[config.mk]
export PLATFORM = sky130hd
export DESIGN_NAME = enc_stream_arbiter
export DESIGN_NICKNAME = d
export VERILOG_FILES = /design/src/rtl/enc_stream_arbiter.sv
export SDC_FILE = /design/constraint.sdc
export NUM_CORES = 1
export LEC_CHECK = 0
export BUFFER_PORTS_ARGS = -buffer_cell sky130_fd_sc_hd__buf_4
export CAP_MARGIN = 20
export CORE_ASPECT_RATIO = 0.6
export CORE_MARGIN = 4
export CORE_UTILIZATION = 59
export DETAILED_ROUTE_END_ITERATION = 8
export PLACE_DENSITY = 0.85
export SYNTH_ARGS = -nofsm -noshare
export SYNTH_HDL_FRONTEND = slang
export SYNTH_SLANG_ARGS = --single-unit
[constraint.sdc]
create_clock -name clk -period 5.75 [get_ports clk]
set_input_delay 0.2875 -clock clk [delete_from_list [all_inputs] [get_ports clk]]
set_output_delay 0.2875 -clock clk [all_outputs]
set_load 0.01 [all_outputs]
[src/rtl/enc_stream_arbiter.sv]
// rtl/enc_stream_arbiter.sv - four-channel encoder event capture, round-robin arbiter and AXI-Stream packetiser
module enc_stream_arbiter #(
  parameter int unsigned PKT_LEN = 256
) (
  input  logic         clk,
  input  logic         aresetn,
  input  logic         enable,
  input  logic         clr_status,
  input  logic [255:0] s_axis_tdata,
  input  logic [3:0]   s_axis_tuser,
  input  logic [3:0]   s_axis_tvalid,
  output logic [3:0]   s_axis_tready,
  output logic [63:0]  m_axis_tdata,
  output logic [2:0]   m_axis_tuser,
  output logic         m_axis_tvalid,
  input  logic         m_axis_tready,
  output logic         m_axis_tlast,
  output logic [3:0]   ovf,
  output logic [15:0]  drop_cnt
);

  localparam logic [15:0] LAST_CNT = 16'(PKT_LEN - 1);

  logic [3:0]  r_hold_vld;
  logic [63:0] r_hold_data [4];
  logic [3:0]  r_hold_state;
  logic [1:0]  r_last_grant;
  logic [63:0] r_m_tdata;
  logic [2:0]  r_m_tuser;
  logic        r_m_tvalid;
  logic        r_m_tlast;
  logic [15:0] r_beat_cnt;
  logic [3:0]  r_ovf;
  logic [15:0] r_drop_cnt;

  logic        w_hs;
  logic        w_out_load;
  logic        w_grant_vld;
  logic [1:0]  w_grant_ch;
  logic        w_grant_fire;
  logic [3:0]  w_grant_oh;
  logic [3:0]  w_cap;
  logic [3:0]  w_hold_load;
  logic [3:0]  w_drop;
  logic [15:0] w_cnt_after;
  logic [2:0]  w_drop_num;
  logic [15:0] w_drop_base;
  logic [16:0] w_drop_sum;

  assign s_axis_tready = 4'hF;
  assign m_axis_tdata  = r_m_tdata;
  assign m_axis_tuser  = r_m_tuser;
  assign m_axis_tvalid = r_m_tvalid;
  assign m_axis_tlast  = r_m_tlast;
  assign ovf           = r_ovf;
  assign drop_cnt      = r_drop_cnt;

  assign w_hs       = r_m_tvalid & m_axis_tready;
  assign w_out_load = ~r_m_tvalid | m_axis_tready;

  // Round-robin search begins one past the last granted channel.
  always_comb begin
    logic [1:0] v_idx;
    w_grant_vld = 1'b0;
    w_grant_ch  = 2'd0;
    v_idx       = 2'd0;
    for (int k = 1; k <= 4; k++) begin
      v_idx = r_last_grant + 2'(k);
      if (!w_grant_vld && r_hold_vld[v_idx]) begin
        w_grant_vld = 1'b1;
        w_grant_ch  = v_idx;
      end
    end
  end

  assign w_grant_fire = w_grant_vld & w_out_load;
  assign w_grant_oh   = w_grant_fire ? (4'b0001 << w_grant_ch) : 4'b0000;

  assign w_cap       = s_axis_tvalid & {4{enable}};
  assign w_hold_load = w_cap & (~r_hold_vld | w_grant_oh);
  assign w_drop      = w_cap & r_hold_vld & ~w_grant_oh;

  // Packet index of the beat being loaded, accounting for a handshake on this same edge.
  assign w_cnt_after = w_hs ? ((r_beat_cnt == LAST_CNT) ? 16'd0 : r_beat_cnt + 16'd1)
                            : r_beat_cnt;

  assign w_drop_num  = 3'(w_drop[0]) + 3'(w_drop[1]) + 3'(w_drop[2]) + 3'(w_drop[3]);
  assign w_drop_base = clr_status ? 16'd0 : r_drop_cnt;
  assign w_drop_sum  = {1'b0, w_drop_base} + 17'(w_drop_num);

  always_ff @(posedge clk or negedge aresetn) begin
    if (!aresetn) begin
      r_hold_vld   <= 4'b0000;
      r_hold_state <= 4'b0000;
      for (int i = 0; i < 4; i++) begin
        r_hold_data[i] <= 64'd0;
      end
    end else begin
      for (int i = 0; i < 4; i++) begin
        if (w_hold_load[i]) begin
          r_hold_vld[i]   <= 1'b1;
          r_hold_data[i]  <= s_axis_tdata[64*i +: 64];
          r_hold_state[i] <= s_axis_tuser[i];
        end else if (w_grant_oh[i]) begin
          r_hold_vld[i] <= 1'b0;
        end
      end
    end
  end

  always_ff @(posedge clk or negedge aresetn) begin
    if (!aresetn) begin
      r_m_tvalid   <= 1'b0;
      r_m_tdata    <= 64'd0;
      r_m_tuser    <= 3'd0;
      r_m_tlast    <= 1'b0;
      r_last_grant <= 2'd3;
    end else if (w_out_load) begin
      r_m_tvalid <= w_grant_vld;
      if (w_grant_vld) begin
        r_m_tdata    <= r_hold_data[w_grant_ch];
        r_m_tuser    <= {w_grant_ch, r_hold_state[w_grant_ch]};
        r_m_tlast    <= (w_cnt_after == LAST_CNT);
        r_last_grant <= w_grant_ch;
      end
    end
  end

  always_ff @(posedge clk or negedge aresetn) begin
    if (!aresetn) begin
      r_beat_cnt <= 16'd0;
    end else begin
      r_beat_cnt <= w_cnt_after;
    end
  end

  // A drop in the clearing cycle survives the clear.
  always_ff @(posedge clk or negedge aresetn) begin
    if (!aresetn) begin
      r_ovf      <= 4'b0000;
      r_drop_cnt <= 16'd0;
    end else begin
      r_ovf      <= (clr_status ? 4'b0000 : r_ovf) | w_drop;
      r_drop_cnt <= w_drop_sum[16] ? 16'hFFFF : w_drop_sum[15:0];
    end
  end

endmodule
=== After elaboration in Yosys (flattened, before gate mapping) ===
Cells that the tools add are included.

* Output and inout bits: 93
* Flip-flop bits (word level): 371
* Input bits: 269
* Logic and storage cells: 96

* Add/subtract/negate cells: 8
* Shifts and indexed selects: 1
* Eq/ne operators: 2
* Magnitude comparators: 6
* Multiplexer cells: 35
* Bitwise gates (word level): 13
* Reduce and logical (&&, ||, !) cells: 11

{| class="wikitable"
|+ Operator list
! kind !! number
|-
| $bmux W64 S2 || 1
|-
| $mux W64 || 2
|-
| $mux W16 || 4
|-
| $eq A16 B8 Y1 const B || 2
|-
| $add A16 B3 Y17 || 1
|-
| $mux W1 || 17
|-
| $add A16 B1 Y16 const B || 1
|-
| $and A4 B4 Y4 || 4
|-
| $lt A2 B3 Y1 const B || 5
|-
| $bmux W1 S2 || 5
|-
| $mux W2 || 4
|-
| $mux W4 || 2
|-
| $not A4 Y4 || 2
|-
| $or A4 B4 Y4 || 2
|-
| $reduce_bool A2 Y1 || 4
|-
| $add A2 B2 Y2 const B || 2
|-
| $shl A1 B2 Y4 const A || 1
|-
| $add A2 B1 Y3 || 1
|-
| $add A3 B1 Y3 || 1
|-
| $ge A3 B3 Y1 const B || 1
|-
| $logic_and A1 B1 Y1 || 3
|-
| $logic_not A1 Y1 || 3
|-
| $not A2 Y3 || 1
|-
| $add A1 B1 Y2 || 1
|-
| other kinds (5) || 6
|}

=== Depth between registers and ports, before layout ===
Gate-level depths: netlist of the first run.

* Word-level depth: 22
* Gate-level depth with buffers: 18
* Mapped depth without buffers: 16

=== Worst setup path after synthesis of the first run ===
OpenSTA, ideal clock, no wires.

* Kind: register -> register
* Start point: register r_last_grant[1]
* End point: register r_drop_cnt[10], in the netlist drop_cnt[10]
* Setup time: 0.083 ns
* Buffers on the path: 2
* Data required time: 5.667 ns
* Setup slack: 1.964 ns
* Stages on the path, launching flop included: 19
* Clock period less this slack: 3.786 ns
* Data arrival time: 3.703 ns
* Path through: dfstp_2 buf_2 mux2i_1 o22ai_1 o21bai_1 o21ai_2 nor2_1 fa_1 inv_1 fa_1 inv_1 fa_1 nand4b_1 nor2_1 nand2_1 nor2_1 nand3_1 clkbuf_1 o21ai_0

* Word-level cells in the longest chain between the ends: 22
* Elaborated cells between the ends (all ways): 35
* Those cells by class: 7 x add/sub; 1 x shift; 18 x mux; 3 x bitwise; 6 x reduce/logical

{| class="wikitable"
|+ RTL lines
! element !! line !! text
|-
| start, declared || 27 || <nowiki>logic [1:0] r_last_grant;</nowiki>
|-
| start signal, assigned || 124 || <nowiki>r_last_grant <= w_grant_ch;</nowiki>
|-
| $add A2 B1 Y2 || 68 || <nowiki>v_idx = r_last_grant + 2'(k);</nowiki>
|-
| $bmux W1 S2 || 69 || <nowiki>if (!w_grant_vld && r_hold_vld[v_idx]) begin</nowiki>
|-
| $mux W1 (implied by the code) || 69 ||
|-
| $mux W1 || 69 ||
|-
| $logic_not A1 Y1 || 69 ||
|-
| $logic_and A1 B1 Y1 || 69 ||
|-
| $mux W1 || 69 ||
|-
| $logic_not A1 Y1 || 69 ||
|-
| [... 6 more ...] || n/a ||
|-
| $mux W4 * || 77 || <nowiki>assign w_grant_oh = w_grant_fire ? (4'b0001 << w_grant_ch) : 4'b0000;</nowiki>
|-
| $not A4 Y4 * || 81 || <nowiki>assign w_drop = w_cap & r_hold_vld & ~w_grant_oh;</nowiki>
|-
| $and A4 B4 Y4 * || 81 ||
|-
| $add A1 B1 Y2 || 87 || <nowiki>assign w_drop_num = 3'(w_drop[0]) + 3'(w_drop[1]) + 3'(w_drop[2]) + 3'(w_drop[3]);</nowiki>
|-
| $add A2 B1 Y3 || 87 ||
|-
| $add A3 B1 Y3 * || 87 ||
|-
| $add A16 B3 Y17 * || 89 || <nowiki>assign w_drop_sum = {1'b0, w_drop_base} + 17'(w_drop_num);</nowiki>
|-
| $mux W16 * || 144 || <nowiki>r_drop_cnt <= w_drop_sum[16] ? 16'hFFFF : w_drop_sum[15:0];</nowiki>
|-
| end signal, assigned || 144 ||
|-
| end, declared || 34 || <nowiki>logic [15:0] r_drop_cnt;</nowiki>
|}

Every way passes the cells marked *; elsewhere a longest branch is shown, timed or not. The select of a mux whose other input is x is not followed.
A chain may end at the register's enable or synchronous reset.

=== Worst setup path after layout of the first run ===
* Start point: register r_hold_vld[2]
* End point: register r_drop_cnt[4], in the netlist drop_cnt[4]

* Word-level cells in the longest chain between the ends: 21
* Elaborated cells between the ends (all ways): 33
* Those cells by class: 4 x add/sub; 1 x shift; 18 x mux; 4 x bitwise; 6 x reduce/logical

{| class="wikitable"
|+ RTL lines
! element !! line !! text
|-
| start, declared || 24 || <nowiki>logic [3:0] r_hold_vld;</nowiki>
|-
| start signal, assigned || 93 || <nowiki>r_hold_vld <= 4'b0000;</nowiki>
|-
| start signal, assigned by index || 101 || <nowiki>r_hold_vld[i] <= 1'b1;</nowiki>
|-
| start signal, assigned by index || 105 || <nowiki>r_hold_vld[i] <= 1'b0;</nowiki>
|-
| $bmux W1 S2 || 69 ||
|-
| $mux W1 (implied by the code) || 69 ||
|-
| $mux W1 || 69 ||
|-
| $logic_not A1 Y1 || 69 ||
|-
| $logic_and A1 B1 Y1 || 69 ||
|-
| $mux W1 || 69 ||
|-
| $logic_not A1 Y1 || 69 ||
|-
| $logic_and A1 B1 Y1 || 69 ||
|-
| [... 5 more ...] || n/a ||
|-
| $mux W4 || 77 ||
|-
| $not A4 Y4 || 81 ||
|-
| $and A4 B4 Y4 * || 81 ||
|-
| $add A1 B1 Y2 || 87 ||
|-
| $add A2 B1 Y3 || 87 ||
|-
| $add A3 B1 Y3 * || 87 ||
|-
| $add A16 B3 Y17 * || 89 ||
|-
| $mux W16 * || 144 ||
|}

Marks and branches as above.

==> flow_summary.toml, run 1 <==
[die]
start_util = 0.608
placementRows = 47
die_area_um2 = 31700
pin_count = 362
chipHeight_um = 140
die_width_um = 227
core_um2 = 28000

[route]
dr.max_layer_used = "met4"
first_pass_iters = 8
wl_per_cell_um = 25.1
via_per_inst = 6.12
drc = 0
route.met2.wl_um = 28600
ant_nets = 0
wl_met3_um = 6090
vias = 14700
drt-initial-drc-count = 1639
finalWirelength_um = 60400
wl_met1_um = 21900

[clock_tree]
root_buffer = "clkbuf_16"
cts_max_level = 2
cts_setup_buffers = 0
cts_buffers = 35
cts.sinks = 371
clock_latency_ns = 0.53
cts_tree = "built"
clk_pin_slew_ns = 0.06
cts_resized = 0
clock_path_buffers = 3

[sta]
slew_headroom = 0.311
fmax_ghz = 0.221
fin_skew_ns = 0.0300
layout_min_cycle_time_ns = 4.53
worst_slew_pin_slew_ns = 1.03
finalHoldViolCount = 0
finalSetupTns_ns = 0
report.final.slew_viol_count = 0
setup_viol = 0
period_share = 0.787
rsz0062_at_grt = "no"

[critical_path]
reg2reg_from = "r_hold_vld[2]$_DFFE_PN0P_"
worstPathRequired_ns = 6.17
startpoint_type = "flip-flop"
crit_path_start = "r_hold_vld[2]$_DFFE_PN0P_"
reg2regPathDepth = 16
crit_type = "reg2reg"
cp-end-kind = "flip-flop"
r2r_slack_ns = 1.22
setup.worst_path.end = "drop_cnt[4]$_DFF_PN0_"
worstReg2RegEnd = "drop_cnt[4]$_DFF_PN0_"
crit_arrival_ns = 4.94
cp_max_fo = 14

[status]
status = "complete, no violations"

[logic_synthesis]
syn_avg_cell_area_um2 = 11.7
yosys_warnings = 0
synthDistinctLibCells = 58
synth_area_um2 = 17000
synth-seq-cells = 371
synth_edf_count = 0
syn_inst = 1457
synth_async_sr_flop_share = 1.00
ys_seq_area_frac = 0.546
synth_ff_type = "dfrtp_1"

[global_route]
grt_overflow_total = 0
grt_start_max_net_pins = 183
grt_usage = 0.365
grt_pass1_wl_um = 89600
grt_antenna_before_repair = 13
grt_pass1_vias = 15300

[worst_hold_path]
hold_class = "in2reg"
hp-start = "s_axis_tdata[37]"

[layout]
regArea_um2 = 9290
fin_cells = 2406
n_fill_cell = 1362
multi_input_area_um2 = 7250
nNetsFinal = 2275
area_growth_pct = 37.1
drive_gt1_frac = 0.325

[job]
cap_violations = 0

[pwr]
p_per_area_nw_per_um2 = 558
irDropWorstVdd_mv = 0.854
leakage_nw = 11.0

[placed_design]
gp_congestion = 0.857
io_buffer_count = 357
place_hpwl_um = 30700
dp_cells = 2104
==> layout make-up <==
type / count / share of cell area
clock inverters: 12 / 0.00713
multi-input cells: 983 / 0.311
flip-flops and latches: 371 / 0.398
inverters: 13 / 0.00209
diodes: 17 / 0.00182
repair buffers: 597 / 0.218
well taps: 367 / 0.0197
clock buffers: 46 / 0.0423
==> worst min-delay path by stage <==
stage,to,slack [ns],cells after the start
2_1_floorplan,drop_cnt[0]$_DFF_PN0_,-0.008,0
3_3_place_gp,m_axis_tdata[53]$_DFFE_PN0P_,0.39,1
3_5_place_dp,r_hold_data[245]$_DFFE_PN0P_,0.39,1
4_1_cts,r_hold_data[226]$_DFFE_PN0P_,0.00009,2
5_1_grt,r_hold_data[242]$_DFFE_PN0P_,0.0008,2
6_report,r_hold_data[229]$_DFFE_PN0P_,0.02,2
==> synth_stat cells (all sizes together), types with 5 or more instances <==
cell,count,area (um^2)
and2,66,413
o21ai,17,100
mux2,262,3330
a21oi,6,33.8
nand3,140,701
inv,13,48.8
nand2,300,1130
xor2,5,43.8
dfrtp,369,9230
nand2b,5,31.3
a31o,65,569
nand4,7,43.8
xnor2,21,184
buf,39,307
nor2,26,97.6
nor2b,7,43.8
clkbuf,54,203
and3,6,37.5
==> cells in the final DEF (no fill, tap or decap), types with 3 or more instances in the layout <==
cell type	n
dfrtp_1	369
buf_4	368
nand2_1	299
dlygate4sd3_1	226
nand3_1	138
mux2_1	115
mux2_4	100
and2_1	66
a31o_2	65
mux2_2	47
clkbuf_16	35
nor2_1	26
xnor2_1	21
diode_2	17
inv_1	13
o21ai_0	13
nor2b_1	7
nand4_1	7
clkbuf_8	7
and3_1	6
clkinv_2	6
xor2_1	5
nand2b_1	5
a21oi_1	4
o22ai_1	4
o21ai_2	4
nor3_1	4
conb_1	4
bufinv_16	4
clkbuf_1	4
fa_1	3
==> registers in the layout, summed over array words and instances (netlist names) <==
name,cells
drop_cnt,16
m_axis_tdata,64
m_axis_tlast,1
m_axis_tuser,3
m_axis_tvalid,1
ovf,4
r_beat_cnt,16
r_hold_data,256
r_hold_state,4
r_hold_vld,4
r_last_grant,2
==> kinds of logic after synthesis <==
family | count (synthesis) | share of synthesized area
and+or+nand+nor | 577 | 0.155
DFF | 371 | 0.546
muxes | 264 | 0.197
AOI/OAI and AO/OA | 107 | 0.0505
buffers and inverters | 106 | 0.0328
xor gates and xnor gates | 26 | 0.0134
adders and majority gates | 5 | 0.00500
other | 1 | 0.000220
==> layer usage <==
metal | vias up | track usage
met5 | - | 0
met4 | 0 | 0.163
met3 | 312 | 0.0960
met2 | 1098 | 0.604
met1 | 7227 | 0.453
li1 | 6079 | -
==> power breakdown <==
part / internal [mW] / switching (mW) / leakage, nW / total (mW)
registers: 3.86 / 0.897 / 4.48 / 4.75
clock network: 1.39 / 1.04 / 0.571 / 2.43
logic: 2.60 / 3.23 / 5.99 / 5.83
total: 7.84 / 5.16 / 11.0 / 13.0
==> per-stage QoR <==
stage / hold WS [ns] / setup slack (ns) / utilization / total power, mW / area, um^2
2_1_floorplan: -0.00809 / 1.96 / - / 8.09 / 17000
3_3_place_gp: 0.388 / 1.50 / 0.709 / 9.59 / 19800
3_5_place_dp: 0.393 / 1.30 / 0.709 / 9.84 / 19800
4_1_cts: 0.0000871 / 1.27 / 0.828 / 12.5 / 23200
5_1_grt: 0.000823 / 0.892 / 0.833 / 13.6 / 23300
6_report: 0.0153 / 1.22 / 0.833 / 13.0 / 23300
==> worst max-delay path: stages (launching register included) <==
cell      delay, ns
dfrtp_1        0.49
nand2b_1       0.22
o22ai_1        0.43
o21ba_2        0.26
o21ai_2        0.22
nor2_1         0.10
fa_1           0.53
inv_1          0.06
fa_1           0.45
inv_1          0.10
fa_1           0.21
nand4b_1       0.19
nor2_1         0.14
nand2_1        0.14
nor2_1         0.22
nand3_1        0.42
o211ai_1       0.26
==> what timing repair did <==
action | 4_1_cts | 5_1_grt
hold buffers | 217 | 9
hold endpoints to repair | 322 | 9
setup endpoints to repair | 0 | 0
Note: power is estimated with default switching activity, not from simulation.
==> run 2: changes to the inputs <==
--- a/config.mk
+++ b/config.mk
@@ -9,9 +9,9 @@
 export CAP_MARGIN = 20
 export CORE_ASPECT_RATIO = 0.6
 export CORE_MARGIN = 4
-export CORE_UTILIZATION = 59
+export CORE_UTILIZATION = 55
 export DETAILED_ROUTE_END_ITERATION = 8
-export PLACE_DENSITY = 0.85
+export PLACE_DENSITY = 0.8
 export SYNTH_ARGS = -nofsm -noshare
 export SYNTH_HDL_FRONTEND = slang
 export SYNTH_SLANG_ARGS = --single-unit
==> constraint.sdc (replaced) <==
create_clock -name clk -period 4.5 [get_ports clk]
set_input_delay 0.225 -clock clk [delete_from_list [all_inputs] [get_ports clk]]
set_output_delay 0.225 -clock clk [all_outputs]
set_load 0.01 [all_outputs]
==> flow_summary.toml, run 2 (synthesis results as in run 1) <==
[status]
status = "complete, no violations"

[clock_tree]
clock_path_buffers = 3
clk_pin_slew_ns = 0.06
cts.sinks = 371
clock_latency_ns = 0.52
cts_buffers = 36
cts_max_level = 2
cts_tree = "built"
cts_setup_buffers = 0
root_buffer = "clkbuf_16"

[critical_path]
crit_top_cell = "fa_1"
reg2regPathDepth = 16
startpoint_type = "flip-flop"
crit_chain = "and3b_1 > o32ai_4 > nand2_1 > o21ai_2 > nor2_1 > fa_1 > inv_1 > fa_1 > inv_1 > fa_1 > nand4b_1 > nor2_1 > nand2_1 > nor2_2 > nand3_4 > o21ai_0"
worstPathRequired_ns = 4.92
worstReg2RegEnd = "drop_cnt[11]$_DFF_PN0_"
cpLargestDelayFamily = "simple AND/OR/NAND/NOR gates"
critPathBufInv = 2
reg2reg_from = "r_last_grant[0]$_DFFE_PN1P_"
crit_type = "reg2reg"
crit_arrival_ns = 4.60
slowest_delay_ns = 0.57
cp_max_fo = 14
cp-end-kind = "flip-flop"
r2r_slack_ns = 0.32
slowest_stage = "dfstp_2"

[sta]
worst_slew_pin_slew_ns = 1.02
setup_viol = 0
layout_min_cycle_time_ns = 4.18
fin_skew_ns = 0.0171
period_share = 0.928
finalHoldWorstSlack_ns = 0.0429
report.final.slew_viol_count = 0
slew_headroom = 0.322
finalHoldViolCount = 0
fmax_ghz = 0.239

[die]
pin_count = 362
chipHeight_um = 144
core_um2 = 30200
die_area_um2 = 33900
placementRows = 49
die_width_um = 235
start_util = 0.563

[placed_design]
placed_area_um2 = 20000
place_hpwl_um = 31200
io_buffer_count = 357
gp_congestion = 0.872

[worst_hold_path]
hold_class = "in2reg"
hp-start = "clr_status"
whs_path_depth = 2
hold_end = "drop_cnt[15]$_DFF_PN0_"

[job]
cap_violations = 0

[layout]
drive_gt1_frac = 0.321
n_fill_cell = 1675
multi_input_area_um2 = 7270
regArea_um2 = 9290
top_register = "r_hold_data"
area_growth_pct = 40.5
nNetsFinal = 2322
largest_reg_flops = 256
final_common_cell = "buf_4"
layout_common_cells = "372 x buf_4, 369 x dfrtp_1, 299 x nand2_1"
final_area_um2 = 23900

[global_route]
grt_overflow_total = 0
grt_usage = 0.333
grt_util_met3 = 0.0759
grt_pass1_vias = 15700
grt_antenna_before_repair = 11
grt_pass1_wl_um = 89000
grt_start_max_net_pins = 123
busiest_layer = "met2"
use_met1 = 0.412
met2_usage = 0.565

[route]
ant_nets = 0
wl_per_cell_um = 22.8
drc = 0
first_pass_iters = 5
drt-initial-drc-count = 1086
vias = 14300
via_per_inst = 5.74
finalWirelength_um = 56900

[pwr]
leakage_nw = 11.3
irDropWorstVdd_mv = 0.677
p_per_area_nw_per_um2 = 687
totalPowerFinal_mw = 16.4
[run 2: changes by cell type in the layout (fill, tap and decap cells not counted), sizes merged]
cell,delta
clkinvlp,+1
dlygate4sd3,+40
buf,+6
inv,-1
bufinv,-1
clkinv,-3
diode,-2
clkbuf,+8
[run 2: worst register-to-register path, cell delays in order, from the launching register on]
cell	delay [ns]
dfstp_2	0.57
and3b_1	0.23
o32ai_4	0.26
nand2_1	0.16
o21ai_2	0.29
nor2_1	0.12
fa_1	0.54
inv_1	0.06
fa_1	0.45
inv_1	0.08
fa_1	0.20
nand4b_1	0.22
nor2_1	0.15
nand2_1	0.16
nor2_2	0.25
nand3_4	0.19
o21ai_0	0.16
[run 2: worst max path at each step]
stage | startpoint | end | cells past startpoint
2_1_floorplan | r_last_grant[1]$_DFFE_PN1P_ | drop_cnt[10]$_DFF_PN0_ | 18
3_3_place_gp | r_last_grant[1]$_DFFE_PN1P_ | drop_cnt[4]$_DFF_PN0_ | 16
3_5_place_dp | r_last_grant[1]$_DFFE_PN1P_ | drop_cnt[10]$_DFF_PN0_ | 16
4_1_cts | r_last_grant[1]$_DFFE_PN1P_ | drop_cnt[4]$_DFF_PN0_ | 16
5_1_grt | r_last_grant[1]$_DFFE_PN1P_ | drop_cnt[4]$_DFF_PN0_ | 16
6_report | r_last_grant[0]$_DFFE_PN1P_ | drop_cnt[11]$_DFF_PN0_ | 16
[run 2: cell type report]
cell class / count / share of cell area
flip-flops and latches: 371 / 0.389
multi-input cells: 983 / 0.304
repair buffers: 643 / 0.232
clock buffers: 54 / 0.0452
well taps: 408 / 0.0214
clock inverters: 8 / 0.00503
inverters: 13 / 0.00204
diodes: 15 / 0.00157
[run 2: metal layers]
layer	part of all wire	up-vias	wire length, um
met3	0.075	228	4250
met5	0.00021	-	12
li1	-	6170	-
met1	0.39	7132	21900
met4	0.052	2	2960
met2	0.49	794	27700
[run 2: metrics by stage]
stage	worst slack (ns)	utilization	TNS, ns	cells
detailed placement	0.0908	0.661	0	2152
global route	-0.0230	0.790	-0.0393	2490
CTS	0.0445	0.789	0	2480
floorplan	0.714	-	0	1460
finish	0.324	0.791	0	2495
global placement	0.218	0.661	0	2152
[run 2: what timing repair did]
| action | in CTS | in global routing |
|---|---|---|
| setup endpoints to repair | 0 | 14 |
| hold buffers | 266 | 0 |
| resized for setup | 0 | 4 |
| endpoints found under the hold margin | 380 | 0 |
[run 2: where the power goes]
group / total, mW / switching (mW) / leakage [nW] / internal [mW]
registers: 5.95 / 1.03 / 4.48 / 4.93
logic: 7.33 / 3.95 / 6.19 / 3.38
clock network: 3.14 / 1.31 / 0.585 / 1.83
total: 16.4 / 6.29 / 11.3 / 10.1
==> run 3: changes to the inputs <==
--- a/config.mk
+++ b/config.mk
@@ -6,7 +6,6 @@
 export NUM_CORES = 1
 export LEC_CHECK = 0
 export BUFFER_PORTS_ARGS = -buffer_cell sky130_fd_sc_hd__buf_4
-export CAP_MARGIN = 20
 export CORE_ASPECT_RATIO = 0.6
 export CORE_MARGIN = 4
 export CORE_UTILIZATION = 55
==> constraint.sdc (replaced) <==
create_clock -name clk -period 4.5 [get_ports clk]
set_input_delay 1.35 -clock clk [delete_from_list [all_inputs] [get_ports clk]]
set_output_delay 1.35 -clock clk [all_outputs]
set_load 0.01 [all_outputs]
==> flow_summary.toml, run 3 (synthesis results as in run 1) <==
[status]
status = "complete, no violations"

[critical_path]
crit_type = "in2reg"
cp_max_fo = 13
reg2reg_from = "r_last_grant[1]$_DFFE_PN1P_"
reg2regPathDepth = 17
worstPathRequired_ns = 4.92
worstReg2RegEnd = "drop_cnt[12]$_DFF_PN0_"
r2r_slack_ns = 0.44
cp-end-kind = "flip-flop"
crit_chain = "buf_4 > inv_1 > a21oi_4 > nand2_1 > o21ai_2 > nor2_1 > fa_1 > inv_1 > fa_1 > inv_1 > fa_1 > nand4b_1 > nor2_1 > nand2_1 > nor2_1 > nand3_1 > buf_4 > o21ai_0"
slowest_stage = "fa_1"
slowest_delay_ns = 0.54
crit_arrival_ns = 4.49
startpoint_type = "primary input"

[sta]
setup_ws_ns = 0.427
fin_skew_ns = 0.0124
layout_min_cycle_time_ns = 4.07
rsz0062_at_grt = "no"
period_share = 0.905
slew_headroom = 0.263
report.final.slew_viol_count = 0
setup_viol = 0
finalHoldViolCount = 0
worst_slew_pin_slew_ns = 1.11
fmax_ghz = 0.245

[layout]
area_growth_pct = 25.1
layout_common_cells = "377 x buf_4, 369 x dfrtp_1, 299 x nand2_1"
nNetsFinal = 2064
top_register = "r_hold_data"
final_common_cell = "buf_4"
largest_reg_flops = 256
drive_gt1_frac = 0.370

[global_route]
grt_start_max_net_pins = 103
grt_usage = 0.279
grt_pass1_vias = 13500
grt_antenna_before_repair = 4
grt_pass1_wl_um = 75000
grt_overflow_total = 0

[clock_tree]
clock_path_buffers = 3
cts_hold_buf = 0
cts_tree = "built"
clk_pin_slew_ns = 0.06
cts_max_level = 2
cts.sinks = 371
cts_buffers = 36
cts_resized = 0
clock_latency_ns = 0.52
cts_setup_buffers = 0
root_buffer = "clkbuf_16"

[placed_design]
dp_slack_ns = -0.0776
place_hpwl_um = 31900
gp_congestion = 0.849
io_buffer_count = 357

[route]
vias = 12700
drc = 0
drt-initial-drc-count = 1021
via_per_inst = 5.72
finalWirelength_um = 48000
first_pass_iters = 6
wl_per_cell_um = 21.5
ant_nets = 0

[worst_hold_path]
hold_class = "reg2reg"
hp-start = "r_hold_data[160]$_DFFE_PN0P_"
whs_path_depth = 1
hold_end = "r_hold_data[160]$_DFFE_PN0P_"

[pwr]
leakage_nw = 10.2
p_per_area_nw_per_um2 = 742
irDropWorstVdd_mv = 0.596
clkPwrFrac = 0.195
power.share.switching = 0.368
p_int_mw = 9.98
power_switching_mw = 5.81
totalPowerFinal_mw = 15.8
seqPwrFrac = 0.370
p_comb_frac = 0.435

[die]
start_util = 0.563
placementRows = 49
pin_count = 362
chipHeight_um = 144
die_width_um = 235
die_area_um2 = 33900
core_um2 = 30200

[job]
cap_violations = 0
-- run 3: area by class of cell --
class                           instances  area, um^2
Tap cell                              408         510
Timing Repair Buffer                  385        2990
Fill cell                            2115        8950
Inverter                               13        48.8
Multi-Input combinational cell        983        7250
Antenna cell                            3        7.51
Clock inverter                         11         135
Clock buffer                           53        1060
Sequential cell                       371        9290
-- run 3: per-layer routing --
| metal | track usage | vias up | wire length [um] |
|---|---|---|---|
| met2 | 0.457 | 504 | 22400 |
| li1 | - | 5650 | - |
| met5 | 0 | - | 13 |
| met3 | 0.0709 | 92 | 4000 |
| met4 | 0.0835 | 2 | 1500 |
| met1 | 0.376 | 6480 | 20000 |
-- run 3: worst max-delay path by stage --
stage | start | endpoint | cells past startpoint
detailed placement | m_axis_tready | drop_cnt[12]$_DFF_PN0_ | 18
global placement | m_axis_tready | drop_cnt[11]$_DFF_PN0_ | 18
floorplan | m_axis_tready | drop_cnt[10]$_DFF_PN0_ | 17
finish | m_axis_tready | drop_cnt[12]$_DFF_PN0_ | 18
CTS | r_last_grant[1]$_DFFE_PN1P_ | drop_cnt[12]$_DFF_PN0_ | 17
global route | r_last_grant[1]$_DFFE_PN1P_ | drop_cnt[6]$_DFF_PN0_ | 17
-- run 3: worst max-delay path, delay by kind of cell --
family                   cells  cell delay [ns]
AO/OA/AOI/OAI                3             0.45
adder cells (fa/ha/maj)      3             1.19
AND/OR/NAND/NOR              7             0.95
buffers and inverters        5             0.55
-- run 3: power by group through the flow --
stage               sequential [mW]  combinational [mW]  clock (mW)
global placement               5.77                6.66           0
detailed placement             5.85                6.85           0
CTS                            5.82                6.92        3.13
global route                   6.01                7.49        3.28
floorplan                      5.73                4.60           0
finish                         5.85                6.86        3.08
-- run 3: metrics by stage --
step | setup TNS, ns | hold slack [ns] | area (um^2) | utilization | cells
after global placement | 0 | 0.468 | 20100 | 0.664 | 2160
after floorplan | 0 | 0.458 | 17000 | - | 1460
after global routing | 0 | 0.499 | 21300 | 0.704 | 2227
after CTS | 0 | 0.488 | 21300 | 0.704 | 2224
final | 0 | 0.487 | 21300 | 0.704 | 2227
after detailed placement | -0.267 | 0.475 | 20100 | 0.664 | 2160
